--- config.mk ---
export PLATFORM = sky130hd
export DESIGN_NAME = score_timer_display
export DESIGN_NICKNAME = d
export VERILOG_FILES = /design/src/rtl/score_timer_display.sv
export SDC_FILE = /design/constraint.sdc
export NUM_CORES = 1
export LEC_CHECK = 0
export ABC_AREA = 1
export CORE_MARGIN = 4
export CORE_UTILIZATION = 58
export DETAILED_ROUTE_END_ITERATION = 6
export GPL_ROUTABILITY_DRIVEN = 1
export GPL_TIMING_DRIVEN = 0
export PLACE_DENSITY_LB_ADDON = 0.25
export SLEW_MARGIN = 5
export SYNTH_ARGS = -nofsm -noshare
export SYNTH_HDL_FRONTEND = slang
export SYNTH_SLANG_ARGS = --single-unit
--- constraint.sdc ---
create_clock -name clk_50MHz -period 2.9 [get_ports clk_50MHz]
set_input_delay 0.58 -clock clk_50MHz [delete_from_list [all_inputs] [get_ports clk_50MHz]]
set_output_delay 0.58 -clock clk_50MHz [all_outputs]
set_load 0.02 [all_outputs]
--- src/rtl/score_timer_display.sv ---
`default_nettype none
// ============================================================================
// Module      : score_timer_display
// Description : Periodically samples score/timer, converts to decimal and
//               drives four active-low 7-segment digits (score or MM:SS).
// Revision    : 1.0 - initial release
// ============================================================================
module score_timer_display #(
    parameter int REFRESH_CYCLES = 5_000_000
) (
    input  logic        clk_50MHz,
    input  logic        rst_n,
    input  logic [7:0]  score,
    input  logic [11:0] timer,
    input  logic        show_score,
    output logic [6:0]  hex3,
    output logic [6:0]  hex2,
    output logic [6:0]  hex1,
    output logic [6:0]  hex0,
    output logic        busy,
    output logic        update_done
);

    localparam int            CW       = (REFRESH_CYCLES > 1) ? $clog2(REFRESH_CYCLES) : 1;
    localparam logic [CW-1:0] TICK_VAL = CW'(REFRESH_CYCLES - 1);
    localparam logic [6:0]    BLANK    = 7'h7F;

    localparam logic [2:0] S_IDLE  = 3'd0;
    localparam logic [2:0] S_DIV60 = 3'd1;
    localparam logic [2:0] S_BCD_A = 3'd2;
    localparam logic [2:0] S_BCD_B = 3'd3;
    localparam logic [2:0] S_LATCH = 3'd4;

    logic [2:0]    state_q, state_d;
    logic [CW-1:0] cnt_q;
    logic          mode_q;
    logic [11:0]   rem_q;
    logic [6:0]    min_q;
    logic [7:0]    sh_q;
    logic [11:0]   bcd_q;
    logic [2:0]    bit_q;
    logic [11:0]   res_a_q;
    logic [6:0]    hex3_q, hex2_q, hex1_q, hex0_q;
    logic          upd_q;

    logic          w_tick, w_ge60, w_last;
    logic          w_capture, w_div_step, w_load_min, w_shift_en, w_save_a, w_load_sec, w_latch;
    logic [11:0]   w_adj, w_shift;
    logic [6:0]    w_hex3, w_hex2, w_hex1, w_hex0;

    function automatic logic [3:0] add3(input logic [3:0] n);
        return (n >= 4'd5) ? n + 4'd3 : n;
    endfunction

    function automatic logic [6:0] seg7(input logic [3:0] d);
        case (d)
            4'd0:    return 7'h40;
            4'd1:    return 7'h79;
            4'd2:    return 7'h24;
            4'd3:    return 7'h30;
            4'd4:    return 7'h19;
            4'd5:    return 7'h12;
            4'd6:    return 7'h02;
            4'd7:    return 7'h78;
            4'd8:    return 7'h00;
            4'd9:    return 7'h10;
            default: return BLANK;
        endcase
    endfunction

    assign w_tick  = (cnt_q == TICK_VAL);
    assign w_ge60  = (rem_q >= 12'd60);
    assign w_last  = (bit_q == 3'd7);
    assign w_adj   = {add3(bcd_q[11:8]), add3(bcd_q[7:4]), add3(bcd_q[3:0])};
    assign w_shift = {w_adj[10:0], sh_q[7]};

    // Refresh counter free-runs regardless of FSM activity
    always_ff @(posedge clk_50MHz) begin
        if (!rst_n) begin
            cnt_q <= '0;
        end else begin
            cnt_q <= w_tick ? '0 : cnt_q + CW'(1);
        end
    end

    always_ff @(posedge clk_50MHz) begin
        if (!rst_n) begin
            state_q <= S_IDLE;
        end else begin
            state_q <= state_d;
        end
    end

    always_comb begin
        state_d = state_q;
        case (state_q)
            S_IDLE:  if (w_tick) state_d = show_score ? S_BCD_A : S_DIV60;
            S_DIV60: if (!w_ge60) state_d = S_BCD_A;
            S_BCD_A: if (w_last) state_d = mode_q ? S_LATCH : S_BCD_B;
            S_BCD_B: if (w_last) state_d = S_LATCH;
            S_LATCH: state_d = S_IDLE;
            default: state_d = S_IDLE;
        endcase
    end

    always_comb begin
        busy       = (state_q != S_IDLE);
        w_capture  = (state_q == S_IDLE) && w_tick;
        w_div_step = (state_q == S_DIV60) && w_ge60;
        w_load_min = (state_q == S_DIV60) && !w_ge60;
        w_shift_en = (state_q == S_BCD_A) || (state_q == S_BCD_B);
        w_save_a   = (state_q == S_BCD_A) && w_last;
        w_load_sec = (state_q == S_BCD_A) && w_last && !mode_q;
        w_latch    = (state_q == S_LATCH);
    end

    // Display mapping from the finished conversion results
    always_comb begin
        if (mode_q) begin
            w_hex3 = BLANK;
            w_hex2 = (res_a_q[11:8] == 4'd0) ? BLANK : seg7(res_a_q[11:8]);
            w_hex1 = (res_a_q[11:4] == 8'd0) ? BLANK : seg7(res_a_q[7:4]);
            w_hex0 = seg7(res_a_q[3:0]);
        end else begin
            w_hex3 = seg7(res_a_q[7:4]);
            w_hex2 = seg7(res_a_q[3:0]);
            w_hex1 = seg7(bcd_q[7:4]);
            w_hex0 = seg7(bcd_q[3:0]);
        end
    end

    always_ff @(posedge clk_50MHz) begin
        if (!rst_n) begin
            mode_q  <= 1'b0;
            rem_q   <= '0;
            min_q   <= '0;
            sh_q    <= '0;
            bcd_q   <= '0;
            bit_q   <= '0;
            res_a_q <= '0;
            hex3_q  <= BLANK;
            hex2_q  <= BLANK;
            hex1_q  <= BLANK;
            hex0_q  <= BLANK;
            upd_q   <= 1'b0;
        end else begin
            upd_q <= 1'b0;
            if (w_capture) begin
                mode_q <= show_score;
                rem_q  <= timer;
                min_q  <= '0;
                sh_q   <= score;
                bcd_q  <= '0;
                bit_q  <= '0;
            end
            if (w_div_step) begin
                rem_q <= rem_q - 12'd60;
                min_q <= min_q + 7'd1;
            end
            if (w_load_min) begin
                sh_q  <= {1'b0, min_q};
                bcd_q <= '0;
                bit_q <= '0;
            end
            if (w_shift_en) begin
                bcd_q <= w_shift;
                sh_q  <= {sh_q[6:0], 1'b0};
                bit_q <= bit_q + 3'd1;
            end
            if (w_save_a) begin
                res_a_q <= w_shift;
            end
            // Seconds conversion reuses the engine once minutes are saved
            if (w_load_sec) begin
                sh_q  <= {2'b00, rem_q[5:0]};
                bcd_q <= '0;
            end
            if (w_latch) begin
                hex3_q <= w_hex3;
                hex2_q <= w_hex2;
                hex1_q <= w_hex1;
                hex0_q <= w_hex0;
                upd_q  <= 1'b1;
            end
        end
    end

    assign hex3        = hex3_q;
    assign hex2        = hex2_q;
    assign hex1        = hex1_q;
    assign hex0        = hex0_q;
    assign update_done = upd_q;

endmodule
`default_nettype wire

# Word-level counts from Yosys, hierarchy flattened
# Memory sizes are Yosys's and may differ from the RTL's. A register that Yosys moved wholly into a read port is not among the register bits.
# Index checks and enable logic that the tools add are counted.
# classes
add_sub_neg,7
n_mul,0
div,0
order_cmp,4
eq_ne,10
shift,0
muxes,45
bitwise_logic,1
n_reduce_logical,18
# ops
operator,n
$mux W4,16
$mux W12,5
$mux W7,8
$mux W3,9
$mux W8,3
$add A23 B1 Y23 const B,1
$eq A23 B23 Y1 const B,1
$ge A12 B6 Y1 const B,1
$ge A4 B3 Y1 const B,3
$pmux W3 S4,1
$sub A12 B6 Y12 const B,1
$add A4 B2 Y4 const B,2
$logic_not A8 Y1,1
$ne A2 B2 Y1 const B,4
$add A7 B1 Y7 const B,1
$eq A3 B2 Y1 const B,2
$eq A3 B3 Y1 const B,2
$mux W6,1
$reduce_bool A3 Y1,2
$logic_and A1 B1 Y1,5
$logic_not A4 Y1,1
$reduce_and A4 Y1,1
$reduce_bool A4 Y1,1
$reduce_or A2 Y1,2
10 further kinds,11
# totals
regBits,110
latchBits,0
ram_bits,0
romBits,784
in_bits,23
out_inout_bits,30
word_cells,107
mem_count,7
# memory_table
memory,words,width,read_ports,rd_clocked_by_memory_dff,write_ports,line,text
(no name shown),16,7,1,1,0,56,case (d)
(no name shown),16,7,1,1,0,56,
(no name shown),16,7,1,1,0,56,
(no name shown),16,7,1,1,0,56,
(no name shown),16,7,1,1,0,56,
(no name shown),16,7,1,1,0,56,
1 more memories,-,-,-,-,-,-,

# Depth between registers and ports, before layout
# Gate-level depths: netlist of the first run.
# logic_depth
word_depth,7
mapped_depth,17
mapped_depth_nobuf,16

# Worst setup path after synthesis of the first run
# No wires, ideal clock.
# synth_path
kind,register -> register
startpoint,reg cnt_q[0]
endpoint,reg with a tool-made name
setup_time_ns,0.114
arrival_ns,2.050
required_ns,2.786
slack_ns,0.735
stages_incl_launch_ff,14
path_buffers,1
period_less_slack_ns,2.165
path_cell_list,dfxtp_1 > ha_1 > nand3_1 > nor3_2 > nand3_2 > buf_2 > nand3_1 > nand2_1 > nand2_1 > inv_1 > ha_1 > nand3b_1 > nand3_1 > nand2_1
# synth_lines
element,line,text
start: declaration,35,logic [CW-1:0] cnt_q;
start signal: assignment,82,cnt_q <= w_tick ? '0 : cnt_q + CW'(1);

==> results of run 1 <==
-- power breakdown --
group	leakage, nW	switching [mW]	total [mW]	internal [mW]
clock	0.295	0.839	2.26	1.42
sequential	1.17	0.0376	2.09	2.05
combinational	2.12	0.448	0.674	0.226
total	3.59	1.32	5.02	3.70
-- worst max path at each step --
stage	slack [ns]	endpoint	cells past startpoint
4_1_cts	0.28	register	13
3_5_place_dp	0.29	register	9
5_1_grt	0.09	register	13
6_report	0.27	register	13
2_1_floorplan	0.74	register	13
3_3_place_gp	0.29	register	13
-- area by class of cell --
type / instances / share of cell area
Buffer: 31 / 0.0182
Clock buffer: 20 / 0.0564
Clock inverter: 12 / 0.0189
Inverter: 114 / 0.0517
Multi-Input combinational cell: 644 / 0.420
Sequential cell: 145 / 0.351
Tap cell: 143 / 0.0216
Timing Repair Buffer: 51 / 0.0617
-- metal layers --
| layer | vias up | GRT usage | share of wire |
|---|---|---|---|
| met2 | 165 | 0.406 | 0.47 |
| met3 | 27 | 0.0514 | 0.051 |
| li1 | 3216 | - | - |
| met1 | 2895 | 0.313 | 0.46 |
| met4 | 0 | 0.0777 | 0.017 |
| met5 | - | 0 | 0 |
-- stage by stage --
step	total power [mW]	setup WS [ns]
floorplan	2.59	0.735
global placement	2.77	0.294
detailed placement	2.78	0.286
CTS	5.04	0.285
global route	5.22	0.0865
finish	5.02	0.273
-- logic make-up (layout without fill, tap and decap cells) --
logic type,after synthesis,count (layout)
DFF,145,145
adders and majority gates,36,36
buffers and inverters,145,228
and+or+nand+nor,426,426
AOI/OAI and AO/OA,171,171
xor gates and xnor gates,11,11
-- critical path: cells and delay by family (launching register included) --
kind	cells	cell delay, ns
simple gates	9	1.34
flops	1	0.35
buf+inv	2	0.35
fa+ha+maj	2	0.48
-- cells in the final DEF, fill, tap and decap left out, drive strengths merged --
cell,instances
inv,114
xnor2,2
o311ai,7
o221ai,15
a31oi,9
xor2,9
clkdlybuf4s50,51
a21oi,54
o22ai,2
dfxtp,145
nor4,4
bufinv,3
clkinvlp,4
ha,36
o21bai,1
or2,12
o2111ai,1
nand4,7
o21ai,60
nor2,111
o31ai,2
clkinv,5
nand3,63
or3,1
o211ai,10
clkbuf,39
a41oi,5
o21a,3
nor3b,1
a211oi,2
buf,12
nand2,207
nand3b,7
nor3,13
==> summary.md, run 1 <==
| Metric | Value |
|---|---|
| DRT Pass-1 Iters | 5 |
| Routed len/inst | 14.2 µm |
| Tot GR Track Use | 0.242 |
| Synth cell count leaders | 199 x nand2_1, 145 x dfxtp_1, 103 x nor2_1 |
| Clock Path Buffers | 2 |
| Reg2Reg Depth | 13 |
| DRT Wirelength | about 17,000 µm |
| Fin util | 0.715 |
| Row count | 39 |
| Hold path startpoint | cnt_q[0] |
| Max FO, Critical Path | 10 |
| I/O pin cnt | 53 |
| GPL Wtd Cong | between 0.9 and 1 |
| Post-Synthesis Cells | approximately 930 |
| Asr flop ratio synth | 0 |
| Post-Synth Simple-Gate Area | 0.268 |
| Hold Crit Depth | 1 |
| Die span in y | approximately 120 µm |
| P&R area growth vs syn | 18.9% |
| Critical Path Slowest Stage Cell | dfxtp_1 |
| Slew at the pin with the worst max-slew slack | ~0.66 ns |
| DRT iter0 DRCs | roughly 520 |
| Fin. Hold Viols | 0 |
| Vias | between 6k and 7k |
| Cts bufs inserted | 17 |
| Drt drc | 0 |
| Max-slew headroom | 0.562 |
| EDFF count, synth | 0 |
| Post-route cell area | 8270 µm² |
| Vias per cell | about 5.4 |
| Synth Area per Inst | roughly 7.4 µm² |
| XOR/XNOR Fraction of Synth Area | 0.0138 |
| Post-cts sizing count | 0 |
| Worst EP arrival | 2.94 ns |
| Overall die width | about 120 µm |
| Diode count | 0 |
| Crit. Startpoint | cnt_q[0] |
| #FFs+latches synth | between 100 and 150 |
| First-pass GRT wire length | 27,700 µm |
| R2R Setup Slk | roughly 0.27 ns |
| Top_reg_cell synth | dfxtp_1 |
| Post-route antenna net violation count | 0 |
| Post-Synthesis Net Count | 993 |
| Initial Utilization | 0.602 |
| Storage cell area | 2900 µm² |
| Largest family of logic cells by synthesized area | simple AND/OR/NAND/NOR gates |
| Mux cell area share after synthesis | 0 |
| Skew final | roughly 0.009 ns |
| Final period util | 0.906 |
| Post-synthesis adder-cell area fraction | 0.0647 |
| Core area | around 12,000 µm² |
| Crit-path cells | ha_1, nand3_1, nor3_2, nand3_2, buf_2, nand3_1, nand2_1, nand2_1, inv_1, ha_1, nand3b_1, nand3_1, nand2_1 |
| Leakage | 3.59 nW |
| Leading area contributor after synthesis | dfxtp_1 |
| Part of the Yosys area used for sequential elements | 0.417 |
| Worst Hold Class | register to register |
| CTS HTree Levels | 4 |
| Worst Hold End | cnt_q[0] |
| Status | finished, final reports clean |
| CP required | 3.22 ns |
| Worst R2R Start | cnt_q[0] |
| # setup viols final | 0 |
| Max Clk Rate | between 0.3 and 0.4 GHz |
| Pin count of the biggest net entering global routing | 17 |
| Peak VDD IR | about 0.00055 V |
| Port bufs | 51 |
| YS warnings | 0 |
| Area contributors post-synth | dfxtp_1 42%, nand2_1 11%, ha_1 6.5%, nor2_1 5.6%, inv_1 5.3% |
| CTS sink count | ~150 |
| Dpl hpwl | about 12,000 µm |
| Hold_ws | between 0.4 and 0.5 ns |
| Die area | between 10,000 and 15,000 µm² |
| CP Class | register to register |
| Final period demand of the worst path | 2.63 ns |
| Fin cells | approximately 1.2k |
| Worst-path clk slew | approximately 0.060 ns |
| Share of post-route cells with drive strength above 1 | 0.0944 |
| Synthesized area | between 6000 and 7000 µm² |
| CP Launch Type | register |
| Max-slew violation count | 0 |
| Most frequent cell after synthesis | nand2_1 |
| Setup TNS | 0 ns |
| Nets | approximately 1.1k |
| Clk root buf | clkbuf_16 |
| Complex-gate fraction of the synthesized area | 0.153 |
| Cell Pwr Density | 607 nW/µm² |
| Post-CTS Setup Repair Bufs | 0 |
| CP peak stage delay | between 0.3 and 0.4 ns |
| Cells after DPL | 1,128 |
| RSZ-0062 raised after global routing | false |
| Max Cap Viol | 0 |
| Filler Cell Count | around 950 |
| Area share of the largest cell type after synthesis | 0.417 |
| Initial antenna violation count | 0 |
| Clk Latency, worst-skew pair | 0.42 ns |
| CTS tree | done |
| Distinct cells, synth | 46 |
| Area of the multi-input gates | 3480 µm² |
| GRT overflow | 0 |
| Area after DPL | 7650 µm² |
| Crit end category | register |
| Vias in the first global route | roughly 5.9k |
| CTS Hold Bufs | 0 |
(Power assumes the default switching activity.)
==> run 2, diff against run 1 <==
--- a/config.mk
+++ b/config.mk
@@ -8,6 +8,7 @@
 export ABC_AREA = 1
 export CORE_MARGIN = 4
 export CORE_UTILIZATION = 58
+export CTS_BUF_LIST = sky130_fd_sc_hd__clkbuf_4 sky130_fd_sc_hd__clkbuf_8
 export DETAILED_ROUTE_END_ITERATION = 6
 export GPL_ROUTABILITY_DRIVEN = 1
 export GPL_TIMING_DRIVEN = 0
==> run 2 against run 1 <==
- hold slack better by 0.0047 ns
- clock power is 25% lower
- sequential share of layout area is 0.83 points higher
- largest cell class unchanged
- clock-buffer cell count stayed put
- critical path type unchanged
- final area is 2.3% lower
- non-clock buffer count stayed put
- clock skew is 0.0048 ns higher
- cell count stayed put
==> summary.md, run 2 (synthesis gave the netlist of run 1 again) <==
| Metric | Value |
|---|---|
| Status | finished, final reports clean |
| Commonest non-fill, non-tap cells in the layout | 199 x nand2_1, 145 x dfxtp_1, 103 x nor2_1 |
| Max-slew headroom | 0.551 (-0.0109) |
| Final period util | 0.913 (+0.00705) |
| GPL Wtd Cong | 0.911 (unchanged) |
| Port bufs | 51 (unchanged) |
| RSZ-0062 raised after global routing | false |
| Post-CTS Setup Repair Bufs | 0 (unchanged) |
| Crit-path cells | ha_1, nand3_1, nor3_2, nand3_2, buf_2, nand3_1, nand2_1, nand2_1, inv_1, ha_1, nand3b_1, nand3_1, nand2_1 |
| Skew final | 0.0138 ns (+0.00482 ns) |
| Post-route antenna net violation count | 0 (unchanged) |
| Critical Path Slowest Stage Cell | dfxtp_1 |
| CP required | 3.26 ns (+0.04 ns) |
| DRT Wirelength | 15,900 µm (-3.5%) |
| Cell Pwr Density | 550 nW/µm² (-9.4%) |
| Core area | 11,600 µm² (unchanged) |
| Max Cap Viol | 0 (unchanged) |
| CTS Hold Bufs | 0 (unchanged) |
| Cts bufs inserted | 17 (unchanged) |
| Worst Path Buf+Inv | 2 (unchanged) |
| P&R area growth vs syn | 16.1% |
| Routed len/inst | 13.7 µm (-3.5%) |
| Most common cell after layout, fill and taps aside | nand2_1 |
| Tot GR Track Use | 0.235 (-0.00752) |
| Delay-heaviest family, CP | simple AND/OR/NAND/NOR gates |
| Final period demand of the worst path | 2.65 ns (+0.0204 ns) |
| Share of post-route cells with drive strength above 1 | 0.0944 (unchanged) |
| Vias | 6,199 (-1.7%) |
| Row count | 39 (unchanged) |
| Post-cts sizing count | 0 (unchanged) |
| Worst Hold Class | register to register |
| Diode count | 0 (unchanged) |
| Vias in the first global route | 5,654 (-3.7%) |
| Clk root buf | clkbuf_8 |
| CTS sink count | 145 (unchanged) |
| DRT iter0 DRCs | 542 (+5.0%) |
| Dpl hpwl | 11,800 µm (unchanged) |
| CTS HTree Levels | 4 (unchanged) |
| Initial Utilization | 0.602 (unchanged) |
| Crit end category | register |
| Pin count of the biggest net entering global routing | 17 (unchanged) |
| Setup TNS | 0 ns (unchanged) |
| # setup viols final | 0 (unchanged) |
| Area of the multi-input gates | 3480 µm² (unchanged) |
| Clock Path Buffers | 2 (unchanged) |
| Max FO, Critical Path | 10 (unchanged) |
| CP Launch Type | register |
| I/O pin cnt | 53 (unchanged) |
| Drt drc | 0 (unchanged) |
| Leakage | 3.50 nW (-2.4%) |
| Die span in y | 118 µm (unchanged) |
| Nets | 1,063 (unchanged) |
| Max-slew violation count | 0 (unchanged) |
| Max Clk Rate | 0.378 GHz (-0.77%) |
| Peak VDD IR | 0.000639 V (+17%) |
| CP Class | register to register |
| Slew at the pin with the worst max-slew slack | 0.673 ns (+0.0164 ns) |
| Fin. Hold Viols | 0 (unchanged) |
| Worst-path clk slew | 0.08 ns (+0.02 ns) |
| Clk Latency, worst-skew pair | 0.46 ns (+0.04 ns) |
| Vias per cell | 5.34 (-1.7%) |
| Initial antenna violation count | 0 (unchanged) |
| Worst EP arrival | 3.00 ns (+0.06 ns) |
| Overall die width | 118 µm (unchanged) |
| Die area | 13,800 µm² (unchanged) |
| Storage cell area | 2900 µm² (unchanged) |
| DRT Pass-1 Iters | 5 (unchanged) |
| Hold_ws | 0.452 ns (+0.00472 ns) |
| Filler Cell Count | 989 (+4.5%) |
| First-pass GRT wire length | 26,800 µm (-3.0%) |
| GRT overflow | 0 (unchanged) |
| CTS tree | done |
| CP peak stage delay | 0.36 ns (about the same) |
==> run 2: cell counts in the layout (fill, tap and decap cells not counted) <==
No cell type changed its count.
==> run 2: per-layer routing <==
metal,GRT usage,share of wire
met1,0.312,0.48
met2,0.384,0.46
met3,0.0581,0.057
met4,0.0601,0.012
met5,0,0
==> run 2: final cells by class <==
| type | count | share of cell area |
|---|---|---|
| timing repair buffer | 51 | 0.0632 |
| inverter | 114 | 0.0530 |
| tap | 143 | 0.0221 |
| clock inverter | 12 | 0.0194 |
| multi-input combinational | 644 | 0.430 |
| clock buffer | 20 | 0.0341 |
| buffer | 31 | 0.0186 |
| sequential | 145 | 0.359 |
==> run 2: per-stage QoR <==
stage,power (mW),area [µm²],worst slack (ns),cells,utilization
5_1_grt,4.63,8080,0.0773,1160,0.698
3_5_place_dp,2.78,7650,0.286,1128,0.661
3_3_place_gp,2.77,7650,0.294,1128,0.661
4_1_cts,4.45,8080,0.276,1160,0.698
6_report,4.44,8080,0.253,1160,0.698
2_1_floorplan,2.59,6960,0.735,934,-
==> run 2: path summary, 6_finish.rpt <==
| check | start | endpoint | slack [ns] | cells past startpoint |
|---|---|---|---|---|
| min | cnt_q[0] | cnt_q[0] | 0.45 | 1 |
| min reg2reg | cnt_q[0] | cnt_q[0] | 0.45 | 1 |
| max | cnt_q[0] | register | 0.25 | 13 |
| max reg2reg | cnt_q[0] | register | 0.25 | 13 |
==> run 2: worst reg2reg max path: stages, from the launching register on <==
cell,delay (ns)
dfxtp_1,0.36
ha_1,0.19
nand3_1,0.15
nor3_2,0.30
nand3_2,0.21
buf_2,0.26
nand3_1,0.09
nand2_1,0.07
nand2_1,0.18
inv_1,0.10
ha_1,0.29
nand3b_1,0.19
nand3_1,0.10
nand2_1,0.05
==> run 2: where the power goes <==
group	switching (mW)	total [mW]	internal, mW
Sequential	0.0371	2.08	2.05
Combinational	0.435	0.661	0.226
Clock	0.778	1.70	0.920
Total	1.25	4.44	3.19
